`src/rtl/relay_pkg.sv`:
```
// Shared definitions for the relay line encoder/decoder pair: timing
// constants, symbol patterns, window sample points and FSM state encoding.
package relay_pkg;

    localparam int SAMPLE_DIV  = 16;   // clocks per regenerated sample
    localparam int SYM_SAMPLES = 8;    // samples per relay symbol
    localparam int TAG_PULSE   = 64;   // clocks per tag-mode burst

    localparam logic [7:0] PAT_HIGH_FIRST  = 8'h0F;
    localparam logic [7:0] PAT_HIGH_SECOND = 8'hF0;
    localparam logic [7:0] PAT_ALL         = 8'hFF;

    // Sample points inside the 128-clock relay window
    localparam logic [6:0] WIN_H0_OFS = 7'd32;
    localparam logic [6:0] WIN_H1_OFS = 7'd96;
    localparam logic [6:0] WIN_LAST   = 7'd127;

    localparam logic [3:0] SMP_LAST   = 4'(SAMPLE_DIV - 1);
    localparam logic [2:0] BIT_LAST   = 3'(SYM_SAMPLES - 1);
    localparam logic [7:0] PULSE_LOAD = 8'(TAG_PULSE - 1);

    typedef enum logic [1:0] {
        IDLE  = 2'd0,
        RUN   = 2'd1,
        FLUSH = 2'd2
    } relay_state_e;

    // Map the two half-window samples of a relay symbol to its playback
    // pattern; the illegal both-high case also plays as all-ones.
    function automatic logic [7:0] symbol_pattern(input logic h0, input logic h1);
        logic [7:0] pat;
        case ({h0, h1})
            2'b10:   pat = PAT_HIGH_FIRST;
            2'b01:   pat = PAT_HIGH_SECOND;
            default: pat = PAT_ALL;
        endcase
        return pat;
    endfunction

endpackage

```
`src/rtl/relay_decode_if.sv`:
```
// Relay decoder signal bundle: relay line and mode in, regenerated
// modulation stream and frame status out.
interface relay_decode_if;

    logic mode;
    logic data_in;
    logic data_out;
    logic frame_active;
    logic symbol_err;

    modport master (
        output mode,
        output data_in,
        input  data_out,
        input  frame_active,
        input  symbol_err
    );

    modport slave (
        input  mode,
        input  data_in,
        output data_out,
        output frame_active,
        output symbol_err
    );

endinterface

```
`src/rtl/relay_pattern_player.sv`:
```
// Plays an 8-sample pattern MSB first, each sample held SAMPLE_DIV clocks.
// A new load may land on the final clock of the previous pattern so that
// back-to-back symbols play without a gap. Idle level is 1.
module relay_pattern_player
    import relay_pkg::*;
(
    input  logic       clk,
    input  logic       reset,
    input  logic       clear,
    input  logic       load,
    input  logic [7:0] pat,
    output logic       sample,
    output logic       done
);

    logic [6:0] shift_r;      // samples still to be played, next one in bit 6
    logic [3:0] smp_cnt_r;
    logic [2:0] bit_idx_r;
    logic       busy_r;
    logic       sample_r;
    logic       step_s;

    // A sample slot ends on the last clock of its SAMPLE_DIV period
    always_comb begin
        step_s = 1'b0;
        done   = 1'b0;
        if (busy_r && (smp_cnt_r == SMP_LAST)) begin
            step_s = 1'b1;
            done   = (bit_idx_r == BIT_LAST);
        end else begin
            step_s = 1'b0;
            done   = 1'b0;
        end
    end

    // Load, pace and shift the pattern; return to the idle level when done
    always_ff @(posedge clk) begin
        if (reset || clear) begin
            shift_r   <= 7'd0;
            smp_cnt_r <= 4'd0;
            bit_idx_r <= 3'd0;
            busy_r    <= 1'b0;
            sample_r  <= 1'b1;
        end else if (load) begin
            shift_r   <= pat[6:0];
            smp_cnt_r <= 4'd0;
            bit_idx_r <= 3'd0;
            busy_r    <= 1'b1;
            sample_r  <= pat[7];
        end else if (step_s) begin
            smp_cnt_r <= 4'd0;
            if (bit_idx_r == BIT_LAST) begin
                shift_r   <= 7'd0;
                bit_idx_r <= 3'd0;
                busy_r    <= 1'b0;
                sample_r  <= 1'b1;
            end else begin
                shift_r   <= {shift_r[5:0], 1'b0};
                bit_idx_r <= bit_idx_r + 3'd1;
                sample_r  <= shift_r[6];
            end
        end else if (busy_r) begin
            smp_cnt_r <= smp_cnt_r + 4'd1;
        end
    end

    assign sample = sample_r;

endmodule

```
`src/rtl/relay_decode.sv`:
```
// Relay line decoder. Mode 0 rebuilds reader frames from 128-clock relay
// symbols (one window + 1 clock latency); mode 1 stretches every relay
// pulse into a TAG_PULSE-clock modulation burst.
module relay_decode
    import relay_pkg::*;
(
    input  logic            clk,
    input  logic            reset,
    relay_decode_if.slave   bus
);

    logic         prev_r;
    logic         mode_r;
    relay_state_e state_r;
    relay_state_e state_next_s;
    logic [6:0]   win_cnt_r;
    logic         h0_r;
    logic         h1_r;
    logic         last_ok_r;       // previous symbol was all-low or high-first
    logic         frame_active_r;
    logic         symbol_err_r;
    logic         pulse_r;
    logic [7:0]   pulse_cnt_r;

    logic         rise_s;
    logic         mode_chg_s;
    logic         classify_s;
    logic         frame_end_s;
    logic [7:0]   pat_s;
    logic         play_sample_s;
    logic         play_done_s;

    assign rise_s      = bus.data_in & ~prev_r;
    assign mode_chg_s  = bus.mode ^ mode_r;
    assign frame_end_s = ~h0_r & ~h1_r & last_ok_r;
    assign pat_s       = symbol_pattern(h0_r, h1_r);

    // Edge-detect history and the mode seen on the previous clock
    always_ff @(posedge clk) begin
        if (reset) begin
            prev_r <= 1'b0;
            mode_r <= bus.mode;
        end else begin
            prev_r <= bus.data_in;
            mode_r <= bus.mode;
        end
    end

    // Reader-frame FSM next state; a mode change aborts whatever is running
    always_comb begin
        state_next_s = state_r;
        classify_s   = 1'b0;
        if (mode_chg_s) begin
            state_next_s = IDLE;
            classify_s   = 1'b0;
        end else begin
            case (state_r)
                IDLE: begin
                    if (rise_s && !mode_r) begin
                        state_next_s = RUN;
                    end else begin
                        state_next_s = IDLE;
                    end
                end
                RUN: begin
                    if (win_cnt_r == WIN_LAST) begin
                        classify_s = 1'b1;
                        if (frame_end_s) begin
                            state_next_s = FLUSH;
                        end else begin
                            state_next_s = RUN;
                        end
                    end else begin
                        state_next_s = RUN;
                    end
                end
                FLUSH: begin
                    if (play_done_s) begin
                        state_next_s = IDLE;
                    end else begin
                        state_next_s = FLUSH;
                    end
                end
                default: begin
                    state_next_s = IDLE;
                end
            endcase
        end
    end

    // Frame state, window counter, half-window samples and status flags
    always_ff @(posedge clk) begin
        if (reset) begin
            state_r        <= IDLE;
            win_cnt_r      <= 7'd0;
            h0_r           <= 1'b0;
            h1_r           <= 1'b0;
            last_ok_r      <= 1'b0;
            frame_active_r <= 1'b0;
            symbol_err_r   <= 1'b0;
        end else begin
            state_r        <= state_next_s;
            frame_active_r <= (state_next_s != IDLE);
            symbol_err_r   <= classify_s & h0_r & h1_r;

            if (state_next_s == IDLE || state_r == IDLE) begin
                win_cnt_r <= 7'd0;
            end else begin
                win_cnt_r <= win_cnt_r + 7'd1;
            end

            if (state_r == RUN && win_cnt_r == WIN_H0_OFS) begin
                h0_r <= bus.data_in;
            end
            if (state_r == RUN && win_cnt_r == WIN_H1_OFS) begin
                h1_r <= bus.data_in;
            end

            if (state_r == IDLE) begin
                last_ok_r <= 1'b0;
            end else if (classify_s) begin
                last_ok_r <= ~h1_r;
            end
        end
    end

    // Tag-mode burst: each rise (re)loads the down-counter and raises the line
    always_ff @(posedge clk) begin
        if (reset || mode_chg_s || !mode_r) begin
            pulse_r     <= 1'b0;
            pulse_cnt_r <= 8'd0;
        end else if (rise_s) begin
            pulse_r     <= 1'b1;
            pulse_cnt_r <= PULSE_LOAD;
        end else if (pulse_r) begin
            if (pulse_cnt_r == 8'd0) begin
                pulse_r <= 1'b0;
            end else begin
                pulse_cnt_r <= pulse_cnt_r - 8'd1;
            end
        end
    end

    relay_pattern_player u_player (
        .clk    (clk),
        .reset  (reset),
        .clear  (mode_chg_s),
        .load   (classify_s),
        .pat    (pat_s),
        .sample (play_sample_s),
        .done   (play_done_s)
    );

    assign bus.data_out     = mode_r ? pulse_r : play_sample_s;
    assign bus.frame_active = frame_active_r;
    assign bus.symbol_err   = symbol_err_r;

endmodule

```
`src/flat_wrapper.sv`:
```
// flat-port wrapper written by rule: the top's interface ports become plain ports
module relay_decode_flat import relay_pkg::*;
  (clk, reset, bus_mode, bus_data_in, bus_data_out, bus_frame_active, bus_symbol_err);
  relay_decode_if bus_i ();
  input  logic clk;
  input  logic reset;
  input wire logic [$bits(bus_i.mode)-1:0] bus_mode;
  input wire logic [$bits(bus_i.data_in)-1:0] bus_data_in;
  output wire logic [$bits(bus_i.data_out)-1:0] bus_data_out;
  output wire logic [$bits(bus_i.frame_active)-1:0] bus_frame_active;
  output wire logic [$bits(bus_i.symbol_err)-1:0] bus_symbol_err;
  assign bus_i.mode = bus_mode;
  assign bus_i.data_in = bus_data_in;
  assign bus_data_out = bus_i.data_out;
  assign bus_frame_active = bus_i.frame_active;
  assign bus_symbol_err = bus_i.symbol_err;
  relay_decode u_core (.clk(clk), .reset(reset), .bus(bus_i));
endmodule
```
`config.mk`:
```
export PLATFORM = sky130hd
export DESIGN_NAME = relay_decode_flat
export DESIGN_NICKNAME = d
export VERILOG_FILES = /design/src/rtl/relay_pkg.sv /design/src/rtl/relay_decode_if.sv /design/src/rtl/relay_pattern_player.sv /design/src/rtl/relay_decode.sv /design/src/flat_wrapper.sv
export SDC_FILE = /design/constraint.sdc
export NUM_CORES = 1
export LEC_CHECK = 0
export CORE_MARGIN = 3
export CORE_UTILIZATION = 60
export DETAILED_ROUTE_END_ITERATION = 10
export MAX_ROUTING_LAYER = met4
export PLACE_DENSITY = 0.79
export SLEW_MARGIN = 5
export SYNTH_ARGS = -nofsm -noshare
export SYNTH_HDL_FRONTEND = slang
export SYNTH_SLANG_ARGS = --single-unit
```
`constraint.sdc`:
```
create_clock -name clk -period 4.29 [get_ports clk]
set_clock_uncertainty 0.1 [all_clocks]
set_input_delay 1.0725 -clock clk [delete_from_list [all_inputs] [get_ports clk]]
set_output_delay 1.0725 -clock clk [all_outputs]
set_load 0.02 [all_outputs]
```
Word-level counts from Yosys, hierarchy flattened:

Index checks and enable logic that the tools add are counted.

* bits of input ports: 4
* flip-flop bits (word level): 41
* word-level logic and storage cells: 93
* output and inout bits: 3

* bitwise gates (word level): 10
* add/subtract/negate cells: 4
* muxes and demuxes: 29
* reductions and logical operators: 23
* eq/ne operators: 10

Operator list (number)
* $mux W7: 3
* $mux W6: 3
* $mux W1: 16
* $pmux W8 S2: 1
* $eq A7 B7 Y1 const B: 2
* $logic_not A8 Y1: 1
* $mux W2: 4
* $reduce_bool A2 Y1: 4
* $reduce_or A2 Y1: 4
* $sub A8 B1 Y8 const B: 1
* $add A7 B1 Y7 const B: 1
* $eq A7 B6 Y1 const B: 1
* $pmux W2 S3: 1
* $reduce_and A2 Y1: 3
* $and A1 B1 Y1: 5
* $add A4 B1 Y4 const B: 1
* $eq A2 B1 Y1 const B: 2
* $eq A2 B2 Y1 const B: 2
* $eq A4 B4 Y1 const B: 1
* $logic_and A1 B1 Y1: 4
* $logic_not A2 Y1: 2
* $not A1 Y1: 4
* $add A3 B1 Y3 const B: 1
* $eq A3 B3 Y1 const B: 1
* 6 further kinds: 8

Longest topological paths before layout:

Gate-level depths: netlist (run 1).

* word-level depth: 10
* depth in mapped cells: 6
* depth with buffers taken out: 6

Cells and area by module:

A second synthesis (run 1) with hierarchy kept.

* cell total of the unflattened synthesis: 220
* area, all modules: 1971.9 sq um

Modules (own cells, without submodules)
* relay_decode: times used 1, sequential area each 500.5 sq um, cells an instance 131, area an instance 1202.4 sq um
* relay_pattern_player: times used 1, sequential area each 320.3 sq um, cells an instance 89, area an instance 769.5 sq um

Worst setup path after synthesis (run 1):

Ideal clock, no wire load.

* path kind: input-to-reg
* start point: input bus_mode
* end point: register u_core.win_cnt_r[6]
* slack: 2.163 ns
* required time: 4.118 ns
* stages: 4
* library setup time: 0.072 ns
* arrival time: 1.955 ns
* path buffers: 0
* cells stage by stage: xnor2_1 nor2b_1 o21ai_1 a21oi_1

* longest elaborated chain between the ends: 5

Ends and longest elaborated chain
* start: declaration: line flat_wrapper.sv:7 `input wire logic [$bits(bus_i.mode)-1:0] bus_mode;`
* $xor A1 B1 Y1: line relay_decode.sv:34 `assign mode_chg_s = bus.mode ^ mode_r;`
* $mux W2: line relay_decode.sv:53 `if (mode_chg_s) begin`
* $logic_not A2 Y1: line relay_decode.sv:106 `if (state_next_s == IDLE || state_r == IDLE) begin`
* $logic_or A1 B1 Y1: line relay_decode.sv:106
* $reduce_or A2 Y1 (no line)
* end signal: assignment: line relay_decode.sv:109 `win_cnt_r <= win_cnt_r + 7'd1;`
* end: declaration: line relay_decode.sv:16 `logic [6:0] win_cnt_r;`

Every way passes these cells.
A chain may end at the register's enable or synchronous reset.

Worst setup path after layout (run 1):

* start point: register u_core.mode_r
* end point: output bus_data_out

* longest elaborated chain between the ends: 1

Ends and longest elaborated chain
* start: declaration: line relay_decode.sv:13 `logic mode_r;`
* start signal: assignment: line relay_decode.sv:42 `mode_r <= bus.mode;`
* start signal: assignment: line relay_decode.sv:45 `mode_r <= bus.mode;`
* $mux W1: line relay_decode.sv:154 `assign bus.data_out = mode_r ? pulse_r : play_sample_s;`
* end: declaration: line flat_wrapper.sv:9 `output wire logic [$bits(bus_i.data_out)-1:0] bus_data_out;`

Every way passes these cells.

==> summary.md, run 1 <==
| Metric | Value |
|---|---|
| Status | `completed` |
| Endpoint class of the critical path | `output pin` |
| Layout Area Growth over Synthesis | `7.47%` |
| EDFF count, synth | `0` |
| Ranking of synthesized cells by area | `dfxtp_1 (45%), a21oi_1 (7.7%), ha_1 (4.8%)` |
| Clock tree from TritonCTS | `done` |
| Placer Congestion | `0.814` |
| Slowest CP cell | `clkdlybuf4s50_1` |
| Synth cell types | `between 40 and 50` |
| Register area | `821 um^2` |
| Io pins | `7` |
| Inserted Diodes | `0` |
| Net count, final | `between 200 and 250` |
| Max Root-Sink Buffers | `2` |
| Vias in the first global route | `~1.3k` |
| Max_slew headroom | `62.5%` |
| Final hold viol count | `0` |
| Worst-Skew Late Latency | `350 ps` |
| Final setup violation count | `0` |
| Unrepaired setup endpoints after global routing | `false` |
| Area of the multi-input gates | `962 um^2` |
| First-pass GRT wire length | `5770 um` |
| Largest net degree at the start of global routing | `15` |
| Cell taking the most area after synthesis | `dfxtp_1` |
| Vias post-DR | `1,456` |
| Crit Path Class | `register to output pin` |
| VDD IR max | `0.000184 V` |
| Pre-antenna DRT Iters | `4` |
| Fillers | `about 240` |
| Final wirelength | `3330 um` |
| Core Footprint | `roughly 0.0028 mm^2` |
| Fin util | `between 60 and 70%` |
| DRC viols | `0` |
| Antenna-violating nets left | `0` |
| CTS Buf Count | `5` |
| Placed Area | `between 0.0015 and 0.002 mm^2` |
| Switching power | `roughly 0.15 mW` |
| Slew Viols, Final | `0` |
| Worst Hold Class | `register to register` |
| CP Max Fanout | `4` |
| Critical path arrival | `about 1700 ps` |
| Tot GR Track Use | `21.4%` |
| Leakage | `0.702 nW` |
| Startpoint types | `register` |
| Final HPWL DP | `2450 um` |
| Seq/Total Area, Yosys | `between 40% and 50%` |
| Mapped Cells | `200` |
| Max Fclk | `about 350 MHz` |
| Most frequent cell after synthesis | `dfxtp_1` |
| Clk network pwr share | `between 30% and 40%` |
| Total Power | `0.610 mW` |
| Required time of the critical path | `3120 ps` |
| Wire per inst | `13.8 um` |
| PwrDens | `311 mW/mm^2` |
| CTS root buffer | `clkbuf_4` |
| Setup TNS | `0 ps` |
| Final instance area | `~0.002 mm^2` |
| Comb pwr share | `approximately 5.7%` |
| Post-synthesis net count | `211` |
| Reg clk slew, reported paths | `120 ps` |
| Resize count post-CTS | `0` |
| CP peak stage delay | `530 ps` |
| CTS H-tree depth | `2` |
| Syn_area_per_cell | `9.13 um^2` |
| Max-cap violations | `0` |
| Register share of total power | `between 60% and 70%` |
| Chip height | `61.2 um` |
| Yosys reg bits | `41` |
| Post-CTS setup buffer count | `0` |
| Layout cells sized above 1 | `under 10%` |
| Port Buffers | `6` |
| Total clock sinks | `between 40 and 50` |
| Die area | `0.00374 mm^2` |
| GR Overflow Total | `0` |
| Cts hold-fix bufs | `0` |
| Primary FF master, synth | `dfxtp_1` |
| Period utilisation layout | `roughly 66%` |
| YS warnings | `0` |
| Initial DRC Count | `58` |
| Die width | `61.2 um` |
| Worst-path cell chain | `mux2_2 > clkdlybuf4s50_1` |
| Tmin final | `2820 ps` |
| Ys async rst share | `0%` |
| Row count | `19` |
| Design internal power | `0.460 mW` |
| Post-synth top cells | `dfxtp_1 (41), a21oi_1 (28), nor2_1 (16), nand2_1 (11), and3_1 (8)` |
| Share of the synthesized area in the top cell type | `between 40% and 50%` |
| Post-synthesis cell area | `about 0.0018 mm^2` |
| Initial antenna violation count | `0` |
| Vias/cell | `6.04` |
| Pin slew with the least headroom to its limit | `560 ps` |
| Starting Density | `64.6%` |
| Hold_ws | `369 ps` |
| Sw frac | `roughly a quarter` |
## worst max-delay path: cells and delay by family (launching register included)
kind,cells,cell delay [ps]
buffers and inverters,1,530
flip-flops,1,410
multiplexers,1,350
## per-stage QoR
stage	worst slack, ps	cells
6_report	1470	241
5_1_grt	1410	241
4_1_cts	1460	241
3_5_place_dp	1380	233
3_3_place_gp	1460	233
2_1_floorplan	2160	200
## power groups by stage
stage	Clock, mW	Combinational, mW	Sequential (mW)
after floorplan	0	0.0234	0.396
after global placement	0	0.0331	0.396
after detailed placement	0	0.0344	0.396
after CTS	0.192	0.0345	0.388
after global routing	0.208	0.0387	0.388
final	0.188	0.0347	0.388
## layout by cell type (no fill, tap or decap), types with 7 or more instances in the layout
cell	synthesis	final
inv_1	7	7
dfxtp_1	41	41
ha_1	7	7
nand2_1	11	11
xor2_1	7	7
nor2_1	16	16
a21oi_1	28	28
and3_1	8	8
## flip-flops by register name (all words and copies together) (netlist names), 2 cells and up
name / flops
u_core.u_player.shift_r: 7
u_core.state_r: 2
u_core.pulse_cnt_r: 8
u_core.u_player.bit_idx_r: 3
u_core.win_cnt_r: 7
u_core.u_player.smp_cnt_r: 4
## layout make-up
cell class / count / area share [%]
Clock buffer: 5 / 1.91
Clock inverter: 3 / 0.892
Inverter: 7 / 1.34
Multi-Input combinational cell: 148 / 49.0
Sequential cell: 41 / 41.8
Tap cell: 31 / 1.98
Timing Repair Buffer: 6 / 3.06
## layer usage
metal / share of wire [%] / GRT usage (%) / vias to the layer above
met4: 1.9 / 9.29 / 0
li1: - / - / 737
met1: 50 / 26.6 / 698
met5: 0 / - / -
met3: 2.2 / 5.03 / 7
met2: 46 / 33.1 / 14
## cell families after synthesis
logic type,synth area share [%]
AND/OR/NAND/NOR,23.8
AO/OA/AOI/OAI,14.9
flip-flops,44.9
XOR/XNOR,6.23
buffers and inverters,2.40
adder cells (fa/ha/maj),4.79
multiplexers,2.88
## worst paths after layout
kind / startpoint / to / slack [ps] / cells after the start
min: u_core.u_player.bit_idx_r[1] / u_core.u_player.bit_idx_r[1] / 370 / 2
max: u_core.mode_r / bus_data_out / 1470 / 2
min reg2reg: u_core.u_player.bit_idx_r[1] / u_core.u_player.bit_idx_r[1] / 370 / 2
max reg2reg: u_core.u_player.smp_cnt_r[0] / u_core.u_player.sample / 2240 / 5
Power figures use the tool's default switching activity.
==> run 2, diff against run 1 <==
- CORE_UTILIZATION: 60 -> 59
- PLACE_DENSITY: 0.79 -> 0.78
- clock period: 4.29 -> 2.6 ns (I/O delays scaled with it)
==> run 2 against run 1 <==
Utilization shrank 0.45 points. Register-to-register slack got worse by 1600 ps. Sequential share of layout area down 0.080 points. Setup slack lost 1200 ps. Via count rose by 0.76%. Combinational power rose by 65%. Die area rose by 1.5%. Critical endpoint unchanged. Largest power group unchanged. Wire length increased by 0.48%. Critical path depth is the same.
==> summary.md, run 2 (synthesized netlist as in run 1, its figures left out) <==
| Metric | Value |
|---|---|
| Status | `completed (unchanged)` |
| Placer Congestion | `0.812 (was 0.814)` |
| Max Root-Sink Buffers | `2 (unchanged)` |
| Period utilisation layout | `between 90 and 100%` |
| Max reg flops | `8 (unchanged)` |
| Largest Register | `u_core.pulse_cnt_r (unchanged)` |
| Slew Viols, Final | `0 (unchanged)` |
| Reg clk slew, reported paths | `110 ps (was 120 ps)` |
| Wire per inst | `13.8 um (about the same)` |
| Largest net degree at the start of global routing | `15 (unchanged)` |
| Endpoint class of the critical path | `output pin (unchanged)` |
| Die width | `61.6 um (was 61.2 um)` |
| Inserted Diodes | `0 (unchanged)` |
| Core Footprint | `0.00285 mm^2 (was 0.00283 mm^2)` |
| Initial DRC Count | `79 (was 58)` |
| Max_slew headroom | `63.3% (was 62.5%)` |
| Pin slew with the least headroom to its limit | `547 ps (was 560 ps)` |
| Row count | `19 (unchanged)` |
| Cts hold-fix bufs | `0 (unchanged)` |
| Critical path arrival | `1630 ps (was 1650 ps)` |
| Vias/cell | `6.06 (was 6.04)` |
| Layout Area Growth over Synthesis | `7.67% (was 7.47%)` |
| Worst-Skew Late Latency | `330 ps (was 350 ps)` |
| RR Startpoint | `u_core.pulse_cnt_r[0] (was u_core.u_player.smp_cnt_r[0])` |
| Vias post-DR | `1,467 (was 1,456)` |
| Clock tree from TritonCTS | `done (unchanged)` |
| HP Start | `u_core.u_player.shift_r[0] (was u_core.u_player.bit_idx_r[1])` |
| Required time of the critical path | `1850 ps (was 3120 ps)` |
| Port Buffers | `6 (unchanged)` |
| Final setup violation count | `0 (unchanged)` |
| Worst Hold Depth | `2 (unchanged)` |
| CTS H-tree depth | `2 (unchanged)` |
| Die area | `0.00380 mm^2 (was 0.00374 mm^2)` |
| Final wirelength | `3340 um (was 3330 um)` |
| Vias in the first global route | `1,354 (was 1,342)` |
| Starting Density | `64.0% (was 64.6%)` |
| FF-to-FF setup slack | `650 ps (was 2240 ps)` |
| CTS root buffer | `clkbuf_4 (unchanged)` |
| FF-to-FF End | `u_core.pulse_cnt_r[7] (was u_core.u_player.sample)` |
| Resize count post-CTS | `0 (unchanged)` |
| GR Overflow Total | `0 (unchanged)` |
| Max Fclk | `between 400 and 500 MHz` |
| Startpoint types | `register (unchanged)` |
| CTS Buf Count | `5 (unchanged)` |
| Commonest cells after routing, fill and taps aside | `dfxtp_1 (41), a21oi_1 (28), nor2_1 (16), nand2_1 (11), and3_1 (8) (unchanged)` |
| Worst Hold Class | `register to register (unchanged)` |
| Net count, final | `221 (was 220)` |
| Hold Crit Endpoint | `u_core.u_player.shift_r[0] (was u_core.u_player.bit_idx_r[1])` |
| Unrepaired setup endpoints after global routing | `false (unchanged)` |
| Tot GR Track Use | `21.1% (was 21.4%)` |
| Worst reg-to-reg path cell count | `6 (was 5)` |
| Final HPWL DP | `2490 um (was 2450 um)` |
| Final hold viol count | `0 (unchanged)` |
| CP Max Fanout | `4 (unchanged)` |
| Io pins | `7 (unchanged)` |
| Tmin final | `2380 ps` |
| Max-cap violations | `0 (unchanged)` |
| Total clock sinks | `41 (unchanged)` |
| Commonest non-fill, non-tap cell in the layout | `dfxtp_1 (unchanged)` |
| Placed Area | `0.00192 mm^2 (was 0.00191 mm^2)` |
| Final instance area | `0.00197 mm^2 (was 0.00196 mm^2)` |
| Total Power | `0.995 mW (was 0.610 mW)` |
| Chip height | `61.6 um (was 61.2 um)` |
| PwrDens | `506 mW/mm^2 (was 311 mW/mm^2)` |
| Leakage | `0.707 nW (was 0.702 nW)` |
| Largest registers | `u_core.pulse_cnt_r: 8 flops, u_core.u_player.shift_r: 7 flops, u_core.win_cnt_r: 7 flops (unchanged)` |
| Layout cells sized above 1 | `8.53% (was 8.57%)` |
| VDD IR max | `0.000561 V (was 0.000184 V)` |
| Antenna-violating nets left | `0 (unchanged)` |
| DRC viols | `0 (unchanged)` |
| Crit Path Class | `register to output pin (unchanged)` |
| Post-CTS setup buffer count | `0 (unchanged)` |
| First-pass GRT wire length | `5790 um (was 5770 um)` |
| Initial antenna violation count | `0 (unchanged)` |
| Setup TNS | `0 ps (unchanged)` |
| Pre-antenna DRT Iters | `4 (unchanged)` |
## run 2: worst max-delay path by stage
stage,start,cells after the start,slack (ps),to
5_1_grt,u_core.mode_r,2,160,bus_data_out
3_3_place_gp,bus_mode,5,200,u_core.win_cnt_r[6]
6_report,u_core.mode_r,2,220,bus_data_out
4_1_cts,u_core.mode_r,2,210,bus_data_out
3_5_place_dp,bus_mode,5,120,u_core.win_cnt_r[4]
2_1_floorplan,u_core.pulse_cnt_r[0],6,820,u_core.pulse_cnt_r[7]
## run 2: cell type report
class,count,area (um^2)
clock buffers,6,41.3
clock inverters,2,10.0
fillers,236,886
inverters,7,26.3
multi-input cells,148,962
flip-flops and latches,41,821
well taps,31,38.8
repair buffers,7,67.6
## run 2: through the flow
stage / setup WS (ps) / std cells / hold slack [ps] / utilization [%]
2_1_floorplan: 820 / 200 / 326 / -
3_3_place_gp: 196 / 234 / 337 / 67.1
3_5_place_dp: 117 / 234 / 355 / 67.1
4_1_cts: 210 / 242 / 375 / 68.9
5_1_grt: 165 / 242 / 411 / 68.9
6_report: 222 / 242 / 375 / 68.9
## run 2: power by group
part	total [mW]	switching (mW)	internal (mW)	leakage (nW)
clock network	0.298	0.195	0.103	0.0320
registers	0.640	0.00564	0.634	0.331
logic	0.0571	0.0335	0.0236	0.343
## run 2: critical path, cell delays in order (launching register included)
cell and delay [ps]:
dfxtp_1 410, mux2_2 350, clkdlybuf4s50_1 530
## run 2: layer usage
metal	global-route usage (%)	vias up	wire, um
met1	25.6	704	1610
li1	-	737	-
met5	-	-	0
met3	6.92	2	127
met4	7.58	0	20
met2	32.6	24	1580
==> run 3, diff against run 2 <==
- CAP_MARGIN: unset -> 20
- CELL_PAD_IN_SITES_DETAIL_PLACEMENT: unset -> 1
- CELL_PAD_IN_SITES_GLOBAL_PLACEMENT: unset -> 1
- CORE_UTILIZATION: 59 -> 46
- PLACE_DENSITY: 0.78 -> unset
- PLACE_DENSITY_LB_ADDON: unset -> 0.1
- clock period: 2.6 -> 2.5 ns (I/O delays scaled with it)
==> run 3 against run 2 <==
Critical path depth did not move. Flip-flop and latch count did not move. Register-to-register slack got worse by 190 ps. First-iteration DRC count rose by 28%. Utilization fell by 14 points. Sequential power rose by 3.9%. Via count rose by 0.48%. Critical path type unchanged. Largest cell class unchanged. Largest power group unchanged.
==> summary.md, run 3 (synthesized netlist as in run 1, its figures left out) <==
| Metric | Value |
|---|---|
| CP Max Fanout | `4 (unchanged)` |
| Wire per inst | `15.8 um (was 13.8 um)` |
| Cts hold-fix bufs | `0 (unchanged)` |
| Unrepaired setup endpoints after global routing | `false (unchanged)` |
| Io pins | `7 (unchanged)` |
| VDD IR max | `0.000301 V (was 0.000561 V)` |
| Startpoint types | `register (unchanged)` |
| Endpoint class of the critical path | `output pin (unchanged)` |
| Layout cells sized above 1 | `9.39% (was 8.53%)` |
| Fillers | `441 (was 236)` |
| Max_slew headroom | `63.1% (was 63.3%)` |
| Period utilisation layout | `92.8%` |
| Total clock sinks | `41 (unchanged)` |
| Vias post-DR | `1,474 (was 1,467)` |
| Critical path arrival | `1600 ps (was 1630 ps)` |
| Initial DRC Count | `101 (was 79)` |
| Antenna-violating nets left | `0 (unchanged)` |
| Slew Viols, Final | `0 (unchanged)` |
| Die area | `0.00476 mm^2 (was 0.00380 mm^2)` |
| Layout Area Growth over Synthesis | `13.2% (was 7.67%)` |
| Final setup violation count | `0 (unchanged)` |
| Final hold viol count | `0 (unchanged)` |
| Chip height | `69.0 um (was 61.6 um)` |
| First-pass GRT wire length | `7230 um (was 5790 um)` |
| CTS Buf Count | `5 (unchanged)` |
| PwrDens | `618 mW/mm^2 (was 506 mW/mm^2)` |
| Max-cap violations | `0 (unchanged)` |
| Pre-antenna DRT Iters | `4 (unchanged)` |
| Vias/cell | `5.65 (was 6.06)` |
| Placer Congestion | `0.776 (was 0.812)` |
| Reg clk slew, reported paths | `80 ps (was 110 ps)` |
| Hold_ws | `368 ps (was 375 ps)` |
| Max reg flops | `8 (unchanged)` |
| Largest net degree at the start of global routing | `15 (unchanged)` |
| Crit Path Class | `register to output pin (unchanged)` |
| Resize count post-CTS | `0 (unchanged)` |
| Pin slew with the least headroom to its limit | `549 ps (was 547 ps)` |
| Largest Register | `u_core.pulse_cnt_r (unchanged)` |
| Max Fclk | `431 MHz` |
| Register area | `821 um^2 (unchanged)` |
| Net count, final | `223 (was 221)` |
| Tmin final | `around 2300 ps` |
| Area of the multi-input gates | `962 um^2 (unchanged)` |
| DRC viols | `0 (unchanged)` |
| GR Overflow Total | `0 (unchanged)` |
| Starting Density | `48.8% (was 64.0%)` |
| CTS root buffer | `clkbuf_8 (was clkbuf_4)` |
| Port Buffers | `6 (unchanged)` |
| Final wirelength | `4120 um (was 3340 um)` |
| Commonest non-fill, non-tap cell in the layout | `dfxtp_1 (unchanged)` |
| Worst-Skew Late Latency | `290 ps (was 330 ps)` |
| Setup TNS | `0 ps (unchanged)` |
| Initial antenna violation count | `0 (unchanged)` |
| CTS H-tree depth | `2 (unchanged)` |
| Row count | `22 (was 19)` |
| Leakage | `0.743 nW (was 0.707 nW)` |
| Worst Hold Class | `register to register (unchanged)` |
| Required time of the critical path | `1770 ps (was 1850 ps)` |
| Tot GR Track Use | `19.1% (was 21.1%)` |
| Commonest cells after routing, fill and taps aside | `dfxtp_1 (41), a21oi_1 (28), nor2_1 (16), nand2_1 (11), and3_1 (8) (unchanged)` |
| Clock tree from TritonCTS | `done (unchanged)` |
| Inserted Diodes | `0 (unchanged)` |
| Post-CTS setup buffer count | `0 (unchanged)` |
| Max Root-Sink Buffers | `2 (unchanged)` |
| Vias in the first global route | `1,538 (was 1,354)` |
| Core Footprint | `0.00374 mm^2 (was 0.00285 mm^2)` |
| Status | `completed (unchanged)` |
| Die width | `69.0 um (was 61.6 um)` |
| Final HPWL DP | `2990 um (was 2490 um)` |
| Largest registers | `u_core.pulse_cnt_r: 8 flops, u_core.u_player.shift_r: 7 flops, u_core.win_cnt_r: 7 flops (unchanged)` |
-- run 3: cell types whose count changed in the layout (fill, tap and decap cells not counted) --
cell       before  now
clkbuf_8        0    6
clkinv_2        2    0
clkbuf_4        5    0
buf_4           1    3
bufinv_16       0    1
-- run 3: per-layer routing --
layer  part of all wire (%)  routed length, um  vias to the layer above  GRT usage, %
li1                       -                  -                      746             -
met1                     48               1980                      710          23.2
met2                     49               2000                       11          30.6
met3                    2.2                 89                        7          4.96
met4                    1.2                 51                        0          6.51
met5                      0                  0                        -             -
-- run 3: critical path: stages, from the launching register on --
cell and delay (ps):
dfxtp_1 420, mux2_2 350, clkdlybuf4s50_1 530
-- run 3: stage by stage --
stage | cells | utilization (%) | setup WS [ps] | total power, mW | instance area [um^2]
after global routing | 261 | 55.2 | 106 | 1.33 | 2070
after global placement | 253 | 52.1 | 205 | 0.742 | 1950
after floorplan | 200 | - | 720 | 0.719 | 1830
final | 261 | 55.2 | 179 | 1.28 | 2070
after CTS | 261 | 55.2 | 165 | 1.30 | 2070
after detailed placement | 253 | 52.1 | 132 | 0.744 | 1950
-- run 3: area by class of cell --
type                       instances  area share (%)
multi-input combinational        148            46.5
inverter                           7            1.27
clock inverter                     1            1.45
timing repair buffer               9            3.99
tap                               48            2.90
sequential                        41            39.7
clock buffer                       7            4.17
-- run 3: path summary, 6_finish.rpt --
path / slack (ps) / from / cells after the start / to
max: 180 / u_core.mode_r / 2 / bus_data_out
min: 370 / u_core.u_player.shift_r[0] / 2 / u_core.u_player.shift_r[0]
max reg2reg: 460 / u_core.pulse_cnt_r[0] / 6 / u_core.pulse_cnt_r[7]
min reg2reg: 370 / u_core.u_player.shift_r[0] / 2 / u_core.u_player.shift_r[0]
-- run 3: power by group --
part	leakage (nW)	internal [mW]	switching [mW]
logic	0.353	0.0276	0.0370
clock network	0.0585	0.326	0.223
registers	0.331	0.659	0.00633
